<file path="config.mk">
export PLATFORM = sky130hd
export DESIGN_NAME = dmux_sched_flat
export DESIGN_NICKNAME = d
export VERILOG_FILES = /design/src/rtl/dmux_sched_if.sv /design/src/rtl/dmux_sched.sv /design/src/flat_wrapper.sv
export SDC_FILE = /design/constraint.sdc
export NUM_CORES = 1
export LEC_CHECK = 0
export ABC_AREA = 1
export CAP_MARGIN = 20
export CORE_MARGIN = 5
export CORE_UTILIZATION = 40
export DETAILED_ROUTE_END_ITERATION = 16
export HOLD_SLACK_MARGIN = 0.05
export PLACE_DENSITY = 0.86
export SLEW_MARGIN = 25
export SYNTH_ARGS = -nofsm -noshare
export SYNTH_HDL_FRONTEND = slang
export SYNTH_SLANG_ARGS = --single-unit
</file>
<file path="constraint.sdc">
create_clock -name clk -period 1.7 [get_ports clk]
set_input_delay 0.34 -clock clk [delete_from_list [all_inputs] [get_ports clk]]
set_output_delay 0.34 -clock clk [all_outputs]
set_load 0.05 [all_outputs]
</file>
<file path="src/rtl/dmux_sched_if.sv">
// Handshake bundle between the word producer, the scheduler and the 1:4 demux fan-out.
// Latency: none, this is only a signal grouping.
// Backpressure: carries per-channel out_ready back to the producer as in_ready.
interface dmux_sched_if #(
  parameter int WIDTH = 8
);
  logic                 Enable;
  logic [3:0]           chan_en;
  logic [WIDTH-1:0]     Data_in;
  logic                 in_valid;
  logic                 in_ready;
  logic [4*WIDTH-1:0]   O;
  logic [3:0]           out_valid;
  logic [3:0]           out_ready;
  logic [1:0]           S;
  logic                 busy;
  logic [7:0]           beat;

  // Producer / consumer side (drives control and data, observes the scheduler)
  modport master (
    output Enable, chan_en, Data_in, in_valid, out_ready,
    input  in_ready, O, out_valid, S, busy, beat
  );

  // Scheduler side
  modport slave (
    input  Enable, chan_en, Data_in, in_valid, out_ready,
    output in_ready, O, out_valid, S, busy, beat
  );
endinterface

</file>
<file path="src/rtl/dmux_sched.sv">
// Round-robin burst scheduler steering one word stream onto one of four lanes.
// Latency: data/valid/ready are combinational; 1 arbitration cycle between bursts.
// Backpressure: in_ready follows out_ready of the granted lane; bursts never truncate.
module dmux_sched #(
  parameter int WIDTH = 8,
  parameter int BURST = 4
) (
  input  logic         clk,
  input  logic         rst_n,
  dmux_sched_if.slave  bus
);

  typedef enum logic {
    ST_ARB  = 1'b0,
    ST_XFER = 1'b1
  } state_t;

  state_t             r_state;
  state_t             w_state_nxt;
  logic [1:0]         r_sel;
  logic [1:0]         w_sel_nxt;
  logic [1:0]         r_last;
  logic [1:0]         w_last_nxt;
  logic [7:0]         r_beat;
  logic [7:0]         w_beat_nxt;

  logic               w_xfer;
  logic               w_grant_vld;
  logic [1:0]         w_grant;
  logic [1:0]         w_idx;

  logic [4*WIDTH-1:0] w_o;
  logic [3:0]         w_out_valid;
  logic               w_in_ready;

  // Rotating first-set search: last+1, last+2, last+3, then last itself
  always_comb begin
    w_grant_vld = 1'b0;
    w_grant     = r_last;
    w_idx       = r_last;
    for (int k = 1; k <= 4; k++) begin
      w_idx = r_last + 2'(k);
      if (!w_grant_vld && bus.chan_en[w_idx]) begin
        w_grant_vld = 1'b1;
        w_grant     = w_idx;
      end
    end
  end

  assign w_xfer = (r_state == ST_XFER) && bus.in_valid && bus.out_ready[r_sel];

  // Next-state: grant in ARB, count accepted beats in XFER, hold otherwise
  always_comb begin
    w_state_nxt = r_state;
    w_sel_nxt   = r_sel;
    w_last_nxt  = r_last;
    w_beat_nxt  = r_beat;
    case (r_state)
      ST_ARB: begin
        if (bus.Enable && w_grant_vld) begin
          w_state_nxt = ST_XFER;
          w_sel_nxt   = w_grant;
          w_last_nxt  = w_grant;
          w_beat_nxt  = 8'd0;
        end
      end
      ST_XFER: begin
        if (w_xfer) begin
          if (r_beat == 8'(BURST - 1)) begin
            w_state_nxt = ST_ARB;
            w_beat_nxt  = 8'd0;
          end else begin
            w_beat_nxt  = r_beat + 8'd1;
          end
        end
      end
      default: begin
        w_state_nxt = ST_ARB;
      end
    endcase
  end

  // State register; last starts at 3 so the first search begins at channel 0
  always_ff @(posedge clk or negedge rst_n) begin
    if (!rst_n) begin
      r_state <= ST_ARB;
      r_sel   <= 2'd0;
      r_last  <= 2'd3;
      r_beat  <= 8'd0;
    end else begin
      r_state <= w_state_nxt;
      r_sel   <= w_sel_nxt;
      r_last  <= w_last_nxt;
      r_beat  <= w_beat_nxt;
    end
  end

  // Demux datapath: only the granted lane sees data/valid, others forced to 0
  always_comb begin
    w_o         = '0;
    w_out_valid = '0;
    w_in_ready  = 1'b0;
    if (r_state == ST_XFER) begin
      w_out_valid[r_sel]          = bus.in_valid;
      w_o[r_sel*WIDTH +: WIDTH]   = bus.Data_in;
      w_in_ready                  = bus.out_ready[r_sel];
    end
  end

  assign bus.O         = w_o;
  assign bus.out_valid = w_out_valid;
  assign bus.in_ready  = w_in_ready;
  assign bus.S         = r_sel;
  assign bus.busy      = (r_state == ST_XFER);
  assign bus.beat      = r_beat;

endmodule

</file>
<file path="src/flat_wrapper.sv">
// flat-port wrapper written by rule: the top's interface ports become plain ports
module dmux_sched_flat 
#(
  parameter int WIDTH = 8,
  parameter int BURST = 4
)
  (clk, rst_n, bus_Enable, bus_chan_en, bus_Data_in, bus_in_valid, bus_out_ready, bus_in_ready, bus_O, bus_out_valid, bus_S, bus_busy, bus_beat);
  dmux_sched_if #(.WIDTH(WIDTH)) bus_i ();
  input  logic clk;
  input  logic rst_n;
  input wire logic [$bits(bus_i.Enable)-1:0] bus_Enable;
  input wire logic [$bits(bus_i.chan_en)-1:0] bus_chan_en;
  input wire logic [$bits(bus_i.Data_in)-1:0] bus_Data_in;
  input wire logic [$bits(bus_i.in_valid)-1:0] bus_in_valid;
  input wire logic [$bits(bus_i.out_ready)-1:0] bus_out_ready;
  output wire logic [$bits(bus_i.in_ready)-1:0] bus_in_ready;
  output wire logic [$bits(bus_i.O)-1:0] bus_O;
  output wire logic [$bits(bus_i.out_valid)-1:0] bus_out_valid;
  output wire logic [$bits(bus_i.S)-1:0] bus_S;
  output wire logic [$bits(bus_i.busy)-1:0] bus_busy;
  output wire logic [$bits(bus_i.beat)-1:0] bus_beat;
  assign bus_i.Enable = bus_Enable;
  assign bus_i.chan_en = bus_chan_en;
  assign bus_i.Data_in = bus_Data_in;
  assign bus_i.in_valid = bus_in_valid;
  assign bus_i.out_ready = bus_out_ready;
  assign bus_in_ready = bus_i.in_ready;
  assign bus_O = bus_i.O;
  assign bus_out_valid = bus_i.out_valid;
  assign bus_S = bus_i.S;
  assign bus_busy = bus_i.busy;
  assign bus_beat = bus_i.beat;
  dmux_sched #(.WIDTH(WIDTH), .BURST(BURST)) u_core (.clk(clk), .rst_n(rst_n), .bus(bus_i));
endmodule
</file>
==> impl_metrics.csv, run 1 <==
group,metric,value,unit
placement,hpwl,5.15,mm
logic_synthesis,yosysWarningCount,0,
clock_network,postCtsSetupRepairBufs,12,
die,start_util,42.3,%
clock_network,clkSinkCount,13,
placement,io_buffers,67,
die,core.rowCount,20,
logic_synthesis,synth_nets,242,
logic_synthesis,synth_cells,216,
die,die_width,67.3,µm
logic_synthesis,synth-edff-count,0,
clock_network,ctsHoldBuffers,0,
logic_synthesis,yosys_register_bits,13,
logic_synthesis,yosysSeqAreaShare,25.0,%
die,die_y,67.3,µm
status,lastStage,"4_1_cts",
clock_network,cts_root_buf,"clkbuf_4",
status,run.stop_error,"[ERROR DPL-0038] Utilization greater than 100%, impossible to legalize",
die,ios,68,
clock_network,cts-buffers-inserted,3,
logic_synthesis,synth_area,0.00131,mm²
status,status,"aborted with a tool error",
clock_network,clock_path_buffers,2,
placement,dp_slack,-0.302,ns
placement,placed_cells,338,
clock_network,cts_resized,45,
clock_network,cts_max_level,1,
logic_synthesis,ys_async_sr_fraction,100,%
placement,gp_congestion,0.910,
logic_synthesis,syn_avg_cell_area,6.08,µm²
logic_synthesis,synth_flop_cell,"dfrtp_1",
logic_synthesis,synth_cell_type_count,29,
[logic make-up after synthesis]
group                      Yosys count  synth area share [%]
and+or+nand+nor                    152                  51.8
buffers and inverters               35                  11.9
DFF                                 13                  25.0
AOI/OAI and AO/OA                    6                  2.95
adders and majority gates            6                  5.71
xor gates and xnor gates             4                  2.67
[cells in the mapped netlist (all sizes together) (2+ instances only)]
cell type / number / area (µm²)
nand3: 19 / 100
nand2: 74 / 310
nor2: 36 / 143
dfstp: 2 / 52.6
nor3b: 2 / 15.0
o211ai: 2 / 15.0
o21ai: 3 / 15.0
ha: 6 / 75.1
buf: 4 / 35.0
xor2: 3 / 26.3
dfrtp: 11 / 275
inv: 30 / 118
nand4: 2 / 12.5
nor3: 16 / 80.1
[per-stage QoR]
stage | util, % | area (µm²) | setup TNS, ns
detailed placement | 92.7 | 2880 | -4.12
global placement | 92.7 | 2880 | -1.13
floorplan | - | 1600 | -19.18
==> run 2: changes to the inputs <==
- CORE_AREA: default -> 5 5 66 68
- CORE_MARGIN: 5 -> default
- CORE_UTILIZATION: 40 -> default
- DIE_AREA: default -> 0 0 71 73
- HOLD_SLACK_MARGIN: 0.05 -> default
- PLACE_DENSITY: 0.86 -> default
- PLACE_DENSITY_LB_ADDON: default -> 0.15
==> run 2 against run 1 <==
Net effect:
- the flow now finishes, with violations (setup timing)
- area after synthesis stayed put
- synthesized cell count stayed put
==> impl_metrics.csv, run 2 <==
group,metric,value,unit
grt,grt.overflow.total,0,
clock_network,clk_pin_slew,0.06,ns
layout,syn_to_final_growth,153,%
setup_path,crit_chain,"inv_4 -> ha_4 -> nand4_1 -> buf_12 -> nor2_4 -> buf_12",
logic_synthesis,yosys-top-cells-area,"dfrtp_1, nand2_1, nor2_1, inv_1, nand3_1",
power_and_ir_drop,ir_drop,0.000928,V
logic_synthesis,yosys_register_bits,13,
power_and_ir_drop,power_frac_comb,84.7,%
timing,fin_crit_sh,117,%
grt,grt_pass1_wl,9.02,mm
grt,grt_usage,21.7,%
drt,totalWireLength,6.55,mm
logic_synthesis,synth-edff-count,0,
clock_network,ctsHoldBuffers,0,
drt,routedWlPerCell,17.9,µm
logic_synthesis,syn_avg_cell_area,6.08,µm²
power_and_ir_drop,power_frac_seq,10.5,%
drt,vias,1907,
power_and_ir_drop,p_leak,1.45,nW
logic_synthesis,yosysWarningCount,0,
setup_path,cp.arrival,1.65,ns
clock_network,clkSinkCount,13,
power_and_ir_drop,power,5.90,mW
grt,grt_antenna_before_repair,0,
logic_synthesis,synth_flop_cell,"dfrtp_1",
timing,hold_viol_final,0,
timing,drv_slew,0,
setup_path,cpPeakStageDelay,0.40,ns
die,core_area,0.00380,mm²
setup_path,critPathLaunchType,"register",
layout,largest_reg_flops,8,
logic_synthesis,synth.most_common_cell,"nand2_1",
setup_path,crit_type,"register to primary output",
power_and_ir_drop,internal-power,2.63,mW
layout,final_cell_mix,"nand2_1, buf_12, buf_4",
setup_path,cp-end-kind,"primary output",
timing,finalSetupViolCount,48,
drt,avgViaCountPerCell,5.21,
placement,io_buffers,67,
logic_synthesis,synth_nets,242,
power_and_ir_drop,switching_share,55.5,%
logic_synthesis,synth_cell_type_count,29,
drt,dr.pass1.iters,4,
status,status,"finished with violations",
clock_network,clock_path_buffers,2,
layout,stdcell_count,366,
logic_synthesis,synth_cells,216,
clock_network,cts-buffers-inserted,3,
layout,nets,343,
logic_synthesis,yosys.area.top_type_share,21.0,%
layout,num_antenna_cells,0,
setup_path,worst-path-max-fanout,8,
power_and_ir_drop,p_clk_share,4.9,%
die,core.rowCount,23,
clock_network,cts_root_buf,"clkbuf_8",
logic_synthesis,synth_top_cell_by_area,"dfrtp_1",
die,dieArea,0.00518,mm²
layout,final_common_cell,"nand2_1",
timing,fmax,502,MHz
drt,drtIter0Drc,91,
timing,layout_min_cycle_time,1.99,ns
timing,worst_pin_slew,0.564,ns
power_and_ir_drop,p_per_area,1780,mW/mm²
placement,hpwl,4.05,mm
timing,rsz0062_at_grt,"yes",
clock_network,cts_tree,"yes",
die,ios,68,
timing,finalClockSkew,0.00491,ns
grt,grt_pass1_vias,1799,
clock_network,clk_latency,0.25,ns
hold_path,hp-class,"primary input to async pin",
timing,relSlewSlack,62.3,%
logic_synthesis,synth_area,0.00131,mm²
placement,placed_cells,349,
setup_path,cp_common_cell,"buf_12",
drt,drc,0,
run,maxCapViolCount,0,
die,start_util,34.6,%
setup_path,cp_slowest_cell,"dfrtp_2",
logic_synthesis,ys_async_sr_fraction,100,%
placement,gp_congestion,0.830,
layout,layout-drive-gt1-share,56.6,%
grt,grt_max_degree,14,
setup_path,cp.required,1.36,ns
status,violations,"setup timing",
die,die_width,71,µm
power_and_ir_drop,switchingPower,3.27,mW
die,die_y,73,µm
setup_path,crit_family,"buffers and inverters",
logic_synthesis,yosysSeqAreaShare,25.0,%
logic_synthesis,synth_commonest_cells,"nand2_1, nor2_1, inv_1",
drt,drt.antenna.violating_nets,0,
timing,worst_slack,-0.294,ns
setup_path,cp_num_buf_inv,3,
clock_network,cts_max_level,1,
run 2: cell counts after synthesis:
Identical to the previous run, type by type.
run 2: final cells by class:
| cell class | instances | area [µm²] |
|---|---|---|
| repair buffers | 100 | 1410 |
| multi-input cells | 168 | 1340 |
| fillers | 171 | 480 |
| flip-flops and latches | 13 | 332 |
| inverters | 30 | 128 |
| well taps | 50 | 62.6 |
| clock buffers | 3 | 41.3 |
| repair inverters | 1 | 7.51 |
| clock inverters | 1 | 5.00 |
run 2: per-stage QoR:
stage	cell area (µm²)	setup TNS, ns	hold slack, ns	util (%)	setup WS, ns
2_1_floorplan	1600	-19.18	0.0444	-	-0.732
3_3_place_gp	2910	-1.02	0.553	76.6	-0.134
3_5_place_dp	2910	-1.67	0.561	76.6	-0.185
4_1_cts	3090	-7.24	0.481	81.3	-0.250
5_1_grt	3320	-12.55	0.520	87.4	-0.348
6_report	3320	-10.06	0.449	87.4	-0.294
run 2: metal layers:
metal | GRT usage [%] | wire length, µm | vias to the layer above
met5 | 0 | 0 | -
met4 | 4.18 | 43 | 0
met1 | 26.2 | 2540 | 939
li1 | - | - | 884
met2 | 41.5 | 3680 | 78
met3 | 2.34 | 282 | 6
run 2: cells by family after synthesis:
family                   after synthesis  share of synthesized area [%]
AO/OA/AOI/OAI                          6                           2.95
XOR/XNOR                               4                           2.67
adder cells (fa/ha/maj)                6                           5.71
buffers and inverters                 35                           11.9
flip-flops                            13                           25.0
AND/OR/NAND/NOR                      152                           51.8
run 2: what timing repair did:
item	in CTS	in global routing
resized for setup	25	49
pin swaps	17	14
setup buffers	5	7
cloned	0	1
setup endpoints to repair	43	48
run 2: power groups by stage:
| stage | clock network, mW | registers, mW | logic, mW |
|---|---|---|---|
| after floorplan | 0 | 0.791 | 2.27 |
| after global placement | 0 | 0.596 | 4.16 |
| after detailed placement | 0 | 0.601 | 4.25 |
| after CTS | 0.271 | 0.598 | 4.48 |
| after global routing | 0.294 | 0.629 | 5.26 |
| final | 0.287 | 0.617 | 5.00 |
run 2: final timing paths:
path | start | endpoint | slack (ns) | depth (start not counted)
max | u_core.bus.S[0] | bus_O[15] | -0.29 | 6
min | rst_n | u_core.bus.beat[3] | 0.45 | 1
max reg2reg | u_core.r_last[0] | u_core.bus.busy | -0.16 | 10
min reg2reg | u_core.bus.beat[1] | u_core.bus.beat[1] | 0.60 | 2
max in group asynchronous | rst_n | u_core.bus.S[1] | 0.84 | 1
min in group clk | u_core.bus.beat[1] | u_core.bus.beat[1] | 0.60 | 2
run 2: worst register-to-register path: stages (launching register included):
cell	delay [ns]
dfstp_2	0.64
clkinv_4	0.15
nand2_4	0.10
nand2_4	0.06
nand2_2	0.08
nand2_2	0.07
nor2_4	0.11
nand3_2	0.11
nand2_4	0.16
buf_6	0.15
o211ai_1	0.09
(Power assumes the default switching activity.)
